===== src/rtl/clk_ratio_meter.sv =====
// clk_ratio_meter: measures the period of a slow square wave in clk cycles,
// classifies its divide ratio, tracks lock and flags loss of signal.
module clk_ratio_meter #(
    parameter int CNT_W      = 8,
    parameter int MAX_PERIOD = 255,
    parameter int LOCK_N     = 3
) (
    input  logic             clk,
    input  logic             rst,
    input  logic             en,
    input  logic             sig_in,
    output logic [CNT_W-1:0] period,
    output logic [2:0]       ratio,
    output logic             meas_valid,
    output logic             locked,
    output logic             timeout
);

    localparam int MW = $clog2(LOCK_N + 1);
    localparam logic [CNT_W-1:0] CNT_MAX   = CNT_W'(MAX_PERIOD);
    localparam logic [CNT_W-1:0] CNT_ONE   = CNT_W'(1);
    localparam logic [MW-1:0]    MATCH_MAX = MW'(LOCK_N);
    localparam logic [MW-1:0]    MATCH_ONE = MW'(1);

    typedef enum logic {
        S_IDLE    = 1'b0,
        S_MEASURE = 1'b1
    } state_t;

    state_t           r_state;
    state_t           w_state_nxt;

    logic             r_s1;
    logic             r_s2;
    logic             r_s3;
    logic             w_rise;

    logic [CNT_W-1:0] r_cnt;
    logic [CNT_W-1:0] r_period;
    logic [2:0]       r_ratio;
    logic             r_meas_valid;
    logic             r_timeout;
    logic             r_locked;
    logic             r_have_prev;
    logic [MW-1:0]    r_match;

    logic             w_cnt_at_max;
    logic             w_same;
    logic             w_start;
    logic             w_meas;
    logic             w_tmo;
    logic             w_abort;
    logic             w_cnt_inc;

    function automatic logic [2:0] f_code(input logic [CNT_W-1:0] v);
        logic [31:0] w_v;
        logic [2:0]  w_c;
        w_v = 32'(v);
        case (w_v)
            32'd2:   w_c = 3'd1;
            32'd4:   w_c = 3'd2;
            32'd8:   w_c = 3'd3;
            32'd16:  w_c = 3'd4;
            default: w_c = 3'd0;
        endcase
        return w_c;
    endfunction

    // Two flops resync the async input; the third gives the edge history.
    always_ff @(posedge clk or negedge rst) begin
        if (!rst) begin
            r_s1 <= 1'b0;
            r_s2 <= 1'b0;
            r_s3 <= 1'b0;
        end else begin
            r_s1 <= sig_in;
            r_s2 <= r_s1;
            r_s3 <= r_s2;
        end
    end

    assign w_rise       = r_s2 & ~r_s3;
    assign w_cnt_at_max = (r_cnt == CNT_MAX);
    assign w_same       = (r_cnt == r_period);

    always_ff @(posedge clk or negedge rst) begin
        if (!rst) begin
            r_state <= S_IDLE;
        end else begin
            r_state <= w_state_nxt;
        end
    end

    always_comb begin
        w_state_nxt = r_state;
        unique case (r_state)
            S_IDLE: begin
                if (en && w_rise) begin
                    w_state_nxt = S_MEASURE;
                end
            end
            S_MEASURE: begin
                if (!en || (!w_rise && w_cnt_at_max)) begin
                    w_state_nxt = S_IDLE;
                end
            end
        endcase
    end

    // A rise at the last legal count still measures; timeout needs no rise.
    always_comb begin
        w_start   = 1'b0;
        w_meas    = 1'b0;
        w_tmo     = 1'b0;
        w_abort   = 1'b0;
        w_cnt_inc = 1'b0;
        unique case (r_state)
            S_IDLE: begin
                w_start = en & w_rise;
            end
            S_MEASURE: begin
                if (!en) begin
                    w_abort = 1'b1;
                end else if (w_rise) begin
                    w_meas = 1'b1;
                end else if (w_cnt_at_max) begin
                    w_tmo = 1'b1;
                end else begin
                    w_cnt_inc = 1'b1;
                end
            end
        endcase
    end

    always_ff @(posedge clk or negedge rst) begin
        if (!rst) begin
            r_cnt        <= '0;
            r_period     <= '0;
            r_ratio      <= 3'd0;
            r_meas_valid <= 1'b0;
            r_timeout    <= 1'b0;
        end else begin
            r_meas_valid <= w_meas;
            r_timeout    <= w_tmo;
            if (w_start || w_meas) begin
                r_cnt <= CNT_ONE;
            end else if (w_cnt_inc) begin
                r_cnt <= r_cnt + CNT_ONE;
            end else begin
                r_cnt <= '0;
            end
            if (w_meas) begin
                r_period <= r_cnt;
                r_ratio  <= f_code(r_cnt);
            end
        end
    end

    // First measurement after idle only seeds the reference period.
    always_ff @(posedge clk or negedge rst) begin
        if (!rst) begin
            r_have_prev <= 1'b0;
            r_match     <= '0;
            r_locked    <= 1'b0;
        end else if (w_abort || w_tmo) begin
            r_have_prev <= 1'b0;
            r_match     <= '0;
            r_locked    <= 1'b0;
        end else if (w_meas) begin
            r_have_prev <= 1'b1;
            if (r_have_prev) begin
                if (w_same) begin
                    if (r_match != MATCH_MAX) begin
                        r_match <= r_match + MATCH_ONE;
                    end
                    if (r_match >= MATCH_MAX - MATCH_ONE) begin
                        r_locked <= 1'b1;
                    end
                end else begin
                    r_match  <= '0;
                    r_locked <= 1'b0;
                end
            end
        end
    end

    assign period     = r_period;
    assign ratio      = r_ratio;
    assign meas_valid = r_meas_valid;
    assign locked     = r_locked;
    assign timeout    = r_timeout;

endmodule


===== config.mk =====
export PLATFORM = sky130hd
export DESIGN_NAME = clk_ratio_meter
export DESIGN_NICKNAME = d
export VERILOG_FILES = /design/src/rtl/clk_ratio_meter.sv
export SDC_FILE = /design/constraint.sdc
export NUM_CORES = 1
export LEC_CHECK = 0
export ABC_AREA = 1
export CORE_ASPECT_RATIO = 1.1
export CORE_MARGIN = 2
export CORE_UTILIZATION = 45
export DETAILED_ROUTE_END_ITERATION = 10
export PLACE_DENSITY_LB_ADDON = 0.12
export SLEW_MARGIN = 10
export SYNTH_ARGS = -nofsm -noshare
export SYNTH_HDL_FRONTEND = slang
export SYNTH_SLANG_ARGS = --single-unit

===== constraint.sdc =====
create_clock -name clk -period 1.3 [get_ports clk]
set_input_delay 0.13 -clock clk [delete_from_list [all_inputs] [get_ports clk]]
set_output_delay 0.13 -clock clk [all_outputs]
set_load 0.01 [all_outputs]

Yosys cells after proc, flatten, opt, wreduce, memory -nomap -nowiden
Index checks and enable logic that the tools add are counted.
{"block": "word_totals", "regBits": 29, "in_bits": 4, "output_inout_bits": 14, "wordCells": 71}
{"block": "classes", "add_sub_neg": 2, "order_cmp": 1, "eq_ne": 9, "n_mux": 32, "n_bitwise": 4, "reduce_logical": 11}
{"op": "2-to-1 mux 1 bit", "count": 23}
{"op": "2-to-1 mux 8 bit", "count": 2}
{"op": "case mux 3 bit (4 select lines)", "count": 1}
{"op": "2-to-1 mux 2 bit", "count": 5}
{"op": "adder 8 x 1 -> 8 bit (second input constant)", "count": 1}
{"op": "== test 8 x 2 -> 1 bit (second input constant)", "count": 1}
{"op": "== test 8 x 3 -> 1 bit (second input constant)", "count": 1}
{"op": "== test 8 x 4 -> 1 bit (second input constant)", "count": 1}
{"op": "== test 8 x 5 -> 1 bit (second input constant)", "count": 1}
{"op": "== test 8 bit", "count": 1}
{"op": "== test 8 bit (second input constant)", "count": 1}
{"op": "inequality test 3 x 1 -> 1 bit (second input constant)", "count": 2}
{"op": "AND reduction 3 bit", "count": 2}
{"op": "nonzero test 2 bit", "count": 2}
{"op": "logical OR 1 bit", "count": 3}
{"op": "adder 2 x 1 -> 2 bit (second input constant)", "count": 1}
{"op": "AND 1 bit", "count": 2}
{"op": ">= comparator 2 bit (second input constant)", "count": 1}
{"op": "logical AND 1 bit", "count": 2}
{"op": "logical NOT 1 bit", "count": 2}
{"op": "inequality test 2 bit (second input constant)", "count": 1}
{"op": "inverter 1 bit", "count": 2}
{"op": "case mux 1 bit (2 select lines)", "count": 1}

Depth between registers and ports, before layout
Gate-level depths: netlist of run 1.
{"block": "depth", "ltp_word": 8, "ltp_mapped": 11, "ltp_nobuf": 10}

Worst setup path before layout of run 1
No wires, ideal clock.
{"block": "synth_timing", "path_kind": "reg-to-reg", "startpoint": "reg r_cnt[0]", "endpoint": "reg r_cnt[7]", "setup_time_ns": 0.095, "arrival_ns": 1.276, "t_required_ns": 1.205, "path_slack_ns": -0.071, "path_stages_with_launch": 7, "n_path_buf": 0, "synth_period_minus_slack_ns": 1.371, "path_cell_list": "dfrtp_1 ha_1 nand2_1 nor2_4 nand2_2 nand3_1 a211oi_1"}
{"block": "synth_between", "elab_chain_len": 7, "word_cells_on_any_way": 8, "classes_between": "add/sub: 1; eq/ne: 1; mux: 6"}
{"element": "from (decl)", "line_no": "38", "rtl": "logic [CNT_W-1:0] r_cnt;"}
{"element": "from (signal assigned)", "line_no": "148", "rtl": "r_cnt <= r_cnt + CNT_ONE;"}
{"element": "== test 8 bit", "line_no": "83", "rtl": "assign w_cnt_at_max = (r_cnt == CNT_MAX);"}
{"element": "2-to-1 mux 1 bit", "line_no": "126", "rtl": "end else if (w_cnt_at_max) begin"}
{"element": "2-to-1 mux 1 bit", "line_no": "124", "rtl": "end else if (w_rise) begin"}
{"element": "2-to-1 mux 1 bit", "line_no": "122", "rtl": "if (!en) begin"}
{"element": "2-to-1 mux 1 bit", "line_no": "117", "rtl": "unique case (r_state)"}
{"element": "2-to-1 mux 8 bit *", "line_no": "147", "rtl": "end else if (w_cnt_inc) begin"}
{"element": "2-to-1 mux 8 bit *", "line_no": "145", "rtl": "if (w_start || w_meas) begin"}
Mark *: on every way between the ends. The rest lies on a longest branch, timed or not.
A chain may end at the register's enable or synchronous reset.

Final worst setup path of run 1
{"block": "layout_timing", "startpoint": "reg r_cnt[0]", "endpoint": "reg r_match[0]"}
{"block": "layout_between", "elab_chain_len": 8, "word_cells_on_any_way": 15, "classes_between": "eq/ne: 3; mux: 8; reduce/logical: 4"}
{"element": "== test 8 bit *", "line_no": "83"}
{"element": "2-to-1 mux 1 bit *", "line_no": "126"}
{"element": "2-to-1 mux 1 bit *", "line_no": "124"}
{"element": "2-to-1 mux 1 bit *", "line_no": "122"}
{"element": "2-to-1 mux 1 bit *", "line_no": "117"}
{"element": "net w_tmo", "line_no": "51", "rtl": "logic w_tmo;"}
{"element": "logical OR 1 bit *", "line_no": "165", "rtl": "end else if (w_abort || w_tmo) begin"}
{"element": "inequality test 3 x 1 -> 1 bit (no line) or nonzero test 2 bit (tied branches)"}
{"element": "AND reduction 3 bit (no line)"}
{"element": "to (signal assigned)", "line_no": "174", "rtl": "r_match <= r_match + MATCH_ONE;"}
{"element": "to (decl)", "line_no": "45", "rtl": "logic [MW-1:0] r_match;"}
Mark *: on every way through the listed nets, which the timed path passes. The rest lies on a longest branch. The select of a mux whose other input is x is not followed.

==> flow_summary.json, run 1 <==
{
  "end_kind": "flip-flop",
  "synth_fp_nets": 189,
  "cts_tree": "built",
  "synth_edf_count": 0,
  "synthArstFlopShare_pct": 100.0,
  "ant_nets": 0,
  "cts_buffers": 5,
  "worstSetupPathType": "flip-flop to flip-flop",
  "tns_ns": -0.4800,
  "drv_cap": 0,
  "place_ws_ns": -0.2002,
  "layout_common_cells": "nand2_1 (53), dfrtp_1 (27), inv_1 (26)",
  "r2r_cells": 10,
  "cts-root-buf": "clkbuf_4",
  "drive_gt1_share_pct": 24.89,
  "ctsHoldBuffers": 0,
  "h-tree-depth": 2,
  "first_iter_violations": 26,
  "first_pass_iters": 2,
  "postLayoutCellArea_um2": 1921,
  "min_path_type": "primary input to async pin",
  "ys_ff_latch": 29,
  "rsz0062_at_grt": "yes",
  "grt_pass1_vias": 1130,
  "violations": "negative setup slack",
  "stdcell_count": 255,
  "antenna_found_initial": 0,
  "ir_drop_mv": 0.8942,
  "hold_viol_final": 0,
  "p_leak_nw": 0.9839,
  "grt_max_degree": 30,
  "synthFlopType": "dfrtp_1",
  "syn_area_um2": 1456,
  "cpPeakStageDelay_ns": 0.38,
  "crit_path_max_fanout": 3,
  "syn_to_final_growth_pct": 31.87,
  "setup_viol": 7,
  "slew_headroom_pct": 83.39,
  "cts.clk_slew.worst_paths_ns": 0.09,
  "powerDensity_nw_per_um2": 1045,
  "gr-total-overflow": 0,
  "fin_crit_ns": 1.427,
  "wirelength_mm": 2.843,
  "die_h_um": 63.67,
  "avgSynthCellArea_um2": 8.091,
  "core_area_um2": 3074,
  "fin_skew_ns": 0.008312,
  "die-width_um": 58.24,
  "clock_latency_ns": 0.33,
  "worst_path_most_repeated_cell": "nand2_2",
  "cp.depth": 10,
  "slowest_stage": "dfrtp_1",
  "nets": 230,
  "cp.required_ns": 1.53,
  "min_period_over_period_pct": 109.8,
  "io-pin-count": 18,
  "drc": 0,
  "rows": 21,
  "totalPowerFinal_mw": 2.007,
  "setup_ws_ns": -0.1273,
  "timing.fmax_mhz": 700.6,
  "ys_seq_area_share_pct": 49.83,
  "ys_warn_count": 0,
  "status": "finished, violations left",
  "fill_cells": 281,
  "multi_input_area_um2": 666.9,
  "clkSinkCount": 29,
  "vias_per_cell": 4.757,
  "grt_use_total_pct": 17.54,
  "finalMaxSlewViolations": 0,
  "place_hpwl_mm": 2.087,
  "vias": 1213,
  "start_util_pct": 47.37,
  "path_buf_inv": 0,
  "seqCellArea_um2": 728.2,
  "cts_buffer_depth": 2,
  "port_buffers": 17,
  "dp.cells": 245,
  "synth_cell_types": 24,
  "fp.dieArea_um2": 3708,
  "placed_cell_area_um2": 1803,
  "critPathTopFamily": "simple AND/OR/NAND/NOR gates",
  "mostFrequentLayoutCell": "nand2_1",
  "cp.arrival_ns": 1.66,
  "wl_per_cell_um": 11.15,
  "cp_cell_sequence": "ha_2 > nand2_2 > nor2_4 > nand2_4 > nor2_4 > nor2_2 > nand2_2 > nand2_2 > nand3_2 > nand2_1",
  "reg2reg_from": "r_cnt[0]$_DFF_PN0_",
  "synthCells": 180,
  "start_kind": "flip-flop",
  "n_antenna_cell": 0,
  "cp-startpoint": "r_cnt[0]$_DFF_PN0_",
  "gp_congestion": 0.7747,
  "grt_pass1_wl_mm": 4.830,
  "tightest_slew_ns": 0.2472
}
==> stage by stage <==
step                hold slack [ns]  utilization, %
floorplan                   -0.1656               -
global placement             0.3419           58.65
detailed placement           0.3379           58.65
CTS                          0.1441           60.60
global route                 0.1474           62.47
finish                       0.1398           62.47
==> Yosys cell counts, types with 2 or more instances <==
master   number  area share (%)
nand2_1      57              15
nor2_1       14             3.6
nor3b_1       2             1.0
nor2_2        3             1.3
inv_1        27             7.0
o21ai_0      11             3.8
nor3_1        2            0.69
a21oi_1       2            0.69
dfrtp_1      29              50
buf_2         2            0.69
nand2_2       6             2.6
ha_1          5             4.3
nor2_4        3             2.3
nand3_1       6             2.1
o31ai_1       2             1.0
==> registers in the layout, indices dropped and copies added (netlist names) <==
signal,flops
r_s2,1
r_cnt,8
r_state,1
meas_valid,1
period,8
ratio,3
r_match,2
locked,1
r_s3,1
timeout,1
r_s1,1
r_have_prev,1
==> final cells by class <==
type	count	share of cell area (%)
repair buffers	37	16.81
flip-flops and latches	29	37.92
multi-input cells	120	34.72
clock buffers	7	2.866
well taps	34	2.215
inverters	28	5.472
==> cells by family (layout without fill, tap and decap cells) <==
family                   after synthesis  count (layout)  share of synthesized area [%]
AO/OA/AOI/OAI                         17              17                          6.529
XOR/XNOR                               1               1                         0.6015
adder cells (fa/ha/maj)                5               5                          4.296
buffers and inverters                 31              72                          8.161
flip-flops                            29              29                          49.83
multiplexers                           1               1                         0.6873
AND/OR/NAND/NOR                       96              96                          29.90
==> worst paths after layout <==
kind                                          end  slack [ns]
setup / recovery           r_match[0]$_DFFE_PN0P_       -0.13
hold / removal              period[2]$_DFFE_PN0P_        0.14
setup reg to reg           r_match[0]$_DFFE_PN0P_       -0.13
hold reg to reg                    r_s2$_DFF_PN0_        0.36
max in group asynchronous       r_state$_DFF_PN0_        0.98
min in group clk                   r_s1$_DFF_PN0_        0.23
==> report_power, final <==
part / switching [mW] / internal, mW / total (mW)
combinational: 0.225 / 0.178 / 0.403
sequential: 0.0530 / 0.979 / 1.03
clock: 0.317 / 0.255 / 0.572
total: 0.595 / 1.41 / 2.01
==> metal layers <==
layer / GRT usage (%) / part of all wire, % / vias up
met5: 0 / 0 / -
met4: 7.849 / 2.2 / 0
met3: 6.160 / 3.7 / 6
met2: 28.98 / 50 / 16
met1: 20.08 / 44 / 557
li1: - / - / 634
==> timing repair <==
item	4_1_cts	5_1_grt
hold endpoints to repair	0	0
pin swaps	0	5
buffers inserted	1	2
endpoints found under the setup margin	25	13
resized for setup	18	15
Power figures use the tool's default switching activity.
==> run 2: changes to the inputs <==
Settings changed: CTS_CLUSTER_DIAMETER from default to 200, GPL_TIMING_DRIVEN from default to 0.
==> run 2 against run 1 <==
  * The flow still finishes with violations (negative setup slack)
  * Sequential power about the same
  * Via count decreased by 0.99%
  * First-iteration DRC count decreased by 15%
  * Setup slack improved by 0.071 ns
  * Worst hold slack improved by 0.091 ns
  * Global-route usage decreased by 0.24 points
  * Clock power decreased by 9.1%
  * Sequential share of layout area increased by 1.7 points
  * Register-to-register slack improved by 0.07 ns
  * Clock-buffer cell count increased by 1
  * Fmax increased by 5.2%
  * Sequential cell count unchanged
  * Critical endpoint is now r_match[1]$_DFFE_PN0P_
  * Largest cell class unchanged
  * Largest power group unchanged
==> flow_summary.json, run 2 (synthesized netlist as in run 1, its figures left out) <==
{
  "internal_power_mw": 1.365,
  "timing.fmax_mhz": 737.2,
  "fin_skew_ns": 0.005255,
  "end_kind": "flip-flop",
  "nets": 222,
  "powerDensity_nw_per_um2": 1059,
  "worst_path_most_repeated_cell": "nand2_2",
  "clock_latency_ns": 0.33,
  "multi_input_area_um2": 665.6,
  "cp.required_ns": 1.53,
  "first_pass_iters": 5,
  "cp_cell_sequence": "ha_2 > nand2_2 > nor2_4 > nand2_4 > nor2_4 > nor2_2 > nand2_2 > nand2_2 > nand3_1 > nand2_1",
  "clkPwrFrac_pct": 26.7,
  "cts_buffer_depth": 2,
  "worstSetupPathType": "flip-flop to flip-flop",
  "power_frac_seq_pct": 52.9,
  "ant_nets": 0,
  "tightest_slew_ns": 0.6502,
  "critPathTopFamily": "simple AND/OR/NAND/NOR gates",
  "fill_cells": 295,
  "status": "finished, violations left",
  "first_iter_violations": 22,
  "slowest_stage": "dfrtp_1",
  "setup_viol": 6,
  "swShare_pct": 29.84,
  "reg2reg_from": "r_cnt[0]$_DFF_PN0_",
  "syn_to_final_growth_pct": 26.20,
  "min_to": "r_s1$_DFF_PN0_",
  "wl_per_cell_um": 10.98,
  "core_area_um2": 3074,
  "gr-total-overflow": 0,
  "vias": 1201,
  "port_buffers": 17,
  "ir_drop_mv": 0.8057,
  "crit_path_max_fanout": 3,
  "drv_cap": 0,
  "place_hpwl_mm": 1.934,
  "vias_per_cell": 4.843,
  "min_path_type": "primary input to flip-flop",
  "mostFrequentLayoutCell": "nand2_1",
  "die_h_um": 63.67,
  "cp.arrival_ns": 1.59,
  "n_antenna_cell": 0,
  "drc": 0,
  "dp.cells": 231,
  "setup_ws_ns": -0.05650,
  "switching_power_uw": 580.7,
  "rows": 21,
  "rrSetupSlack_ns": -0.06,
  "clkSinkCount": 29,
  "cts_tree": "built",
  "gp_congestion": 0.8402,
  "totalPowerFinal_mw": 1.946,
  "grt_pass1_wl_mm": 4.767,
  "stdcell_count": 248,
  "p_leak_nw": 0.9358,
  "worstReg2RegEnd": "r_match[1]$_DFFE_PN0P_",
  "start_util_pct": 47.37,
  "antenna_found_initial": 0,
  "fp.dieArea_um2": 3708,
  "h-tree-depth": 2,
  "cts-root-buf": "clkbuf_4",
  "cts.clk_slew.worst_paths_ns": 0.08,
  "grt_pass1_vias": 1156,
  "layout_common_cells": "nand2_1 (56), inv_1 (27), dfrtp_1 (27)",
  "die-width_um": 58.24,
  "slew_headroom_pct": 56.65,
  "io-pin-count": 18,
  "worstHoldPathCells": 1,
  "wirelength_mm": 2.723,
  "start_kind": "flip-flop",
  "min_period_over_period_pct": 104.3,
  "grt_max_degree": 30,
  "fin_crit_ns": 1.357,
  "cpPeakStageDelay_ns": 0.37,
  "seqCellArea_um2": 728.2,
  "drive_gt1_share_pct": 20.56,
  "cts_buffers": 5,
  "hp-start": "sig_in",
  "rsz0062_at_grt": "yes",
  "r2r_cells": 10,
  "hold_viol_final": 0,
  "p_comb_share_pct": 20.4,
  "finalMaxSlewViolations": 0,
  "violations": "negative setup slack",
  "whs_ns": 0.2311,
  "path_buf_inv": 0,
  "grt_use_total_pct": 17.30
}
run 2: changes by cell type in the layout (fill, tap and decap cells not counted), moves of 2 or more:
cell	change
nor2_4	-2
buf_4	-9
nor2_2	+2
nand2_1	+3
nand3_1	+2
nand2_2	-3
nor3b_1	-2
nor3b_2	+2
nand3_2	-3
clkbuf_1	+2
run 2: stage by stage:
stage / utilization [%] / setup WS [ns] / setup TNS [ns] / instance area [um^2]
after floorplan: - / -0.04086 / -0.1042 / 1464
after CTS: 58.57 / -0.09786 / -0.4443 / 1800
after global placement: 54.54 / -0.4128 / -15.87 / 1677
after global routing: 59.79 / -0.1738 / -1.626 / 1838
final: 59.79 / -0.05650 / -0.2129 / 1838
after detailed placement: 54.38 / -0.2716 / -4.130 / 1672
run 2: power by group through the flow:
stage | logic (mW) | registers [mW] | clock network [mW]
floorplan | 0.187 | 1.08 | 0
global placement | 0.402 | 1.05 | 0
detailed placement | 0.405 | 1.06 | 0
CTS | 0.393 | 1.03 | 0.529
global route | 0.450 | 1.04 | 0.571
finish | 0.396 | 1.03 | 0.520
run 2: worst max-delay path by stage:
stage	start	to	slack [ns]	cells after the start
floorplan	r_cnt[1]$_DFF_PN0_	r_match[1]$_DFFE_PN0P_	-0.04	10
global placement	rst	locked$_DFFE_PN0P_	-0.41	1
detailed placement	en	period[0]$_DFFE_PN0P_	-0.27	5
CTS	r_cnt[0]$_DFF_PN0_	r_match[0]$_DFFE_PN0P_	-0.1	9
global route	r_cnt[0]$_DFF_PN0_	r_match[1]$_DFFE_PN0P_	-0.17	10
finish	r_cnt[0]$_DFF_PN0_	r_match[1]$_DFFE_PN0P_	-0.06	10
run 2: timing repair:
item,4_1_cts,5_1_grt
endpoints found under the setup margin,37,23
hold buffers,1,0
gates resized for setup,25,11
pin swaps,8,9
buffers inserted,6,2
endpoints found under the hold margin,29,0
run 2: cell type report:
class                           count  share of cell area [%]
Multi-Input combinational cell    120                   36.22
Sequential cell                    29                   39.62
Tap cell                           34                   2.315
Inverter                           28                   5.718
Buffer                              3                   1.430
Clock buffer                        8                   2.655
Timing Repair Buffer               26                   12.05
run 2: routing by layer:
metal / track usage, % / vias to the layer above / wire, um
met5: 0 / - / 0
met4: 10.47 / 0 / 72
met3: 4.312 / 8 / 102
met2: 29.55 / 23 / 1334
met1: 18.82 / 547 / 1214
li1: - / 623 / -
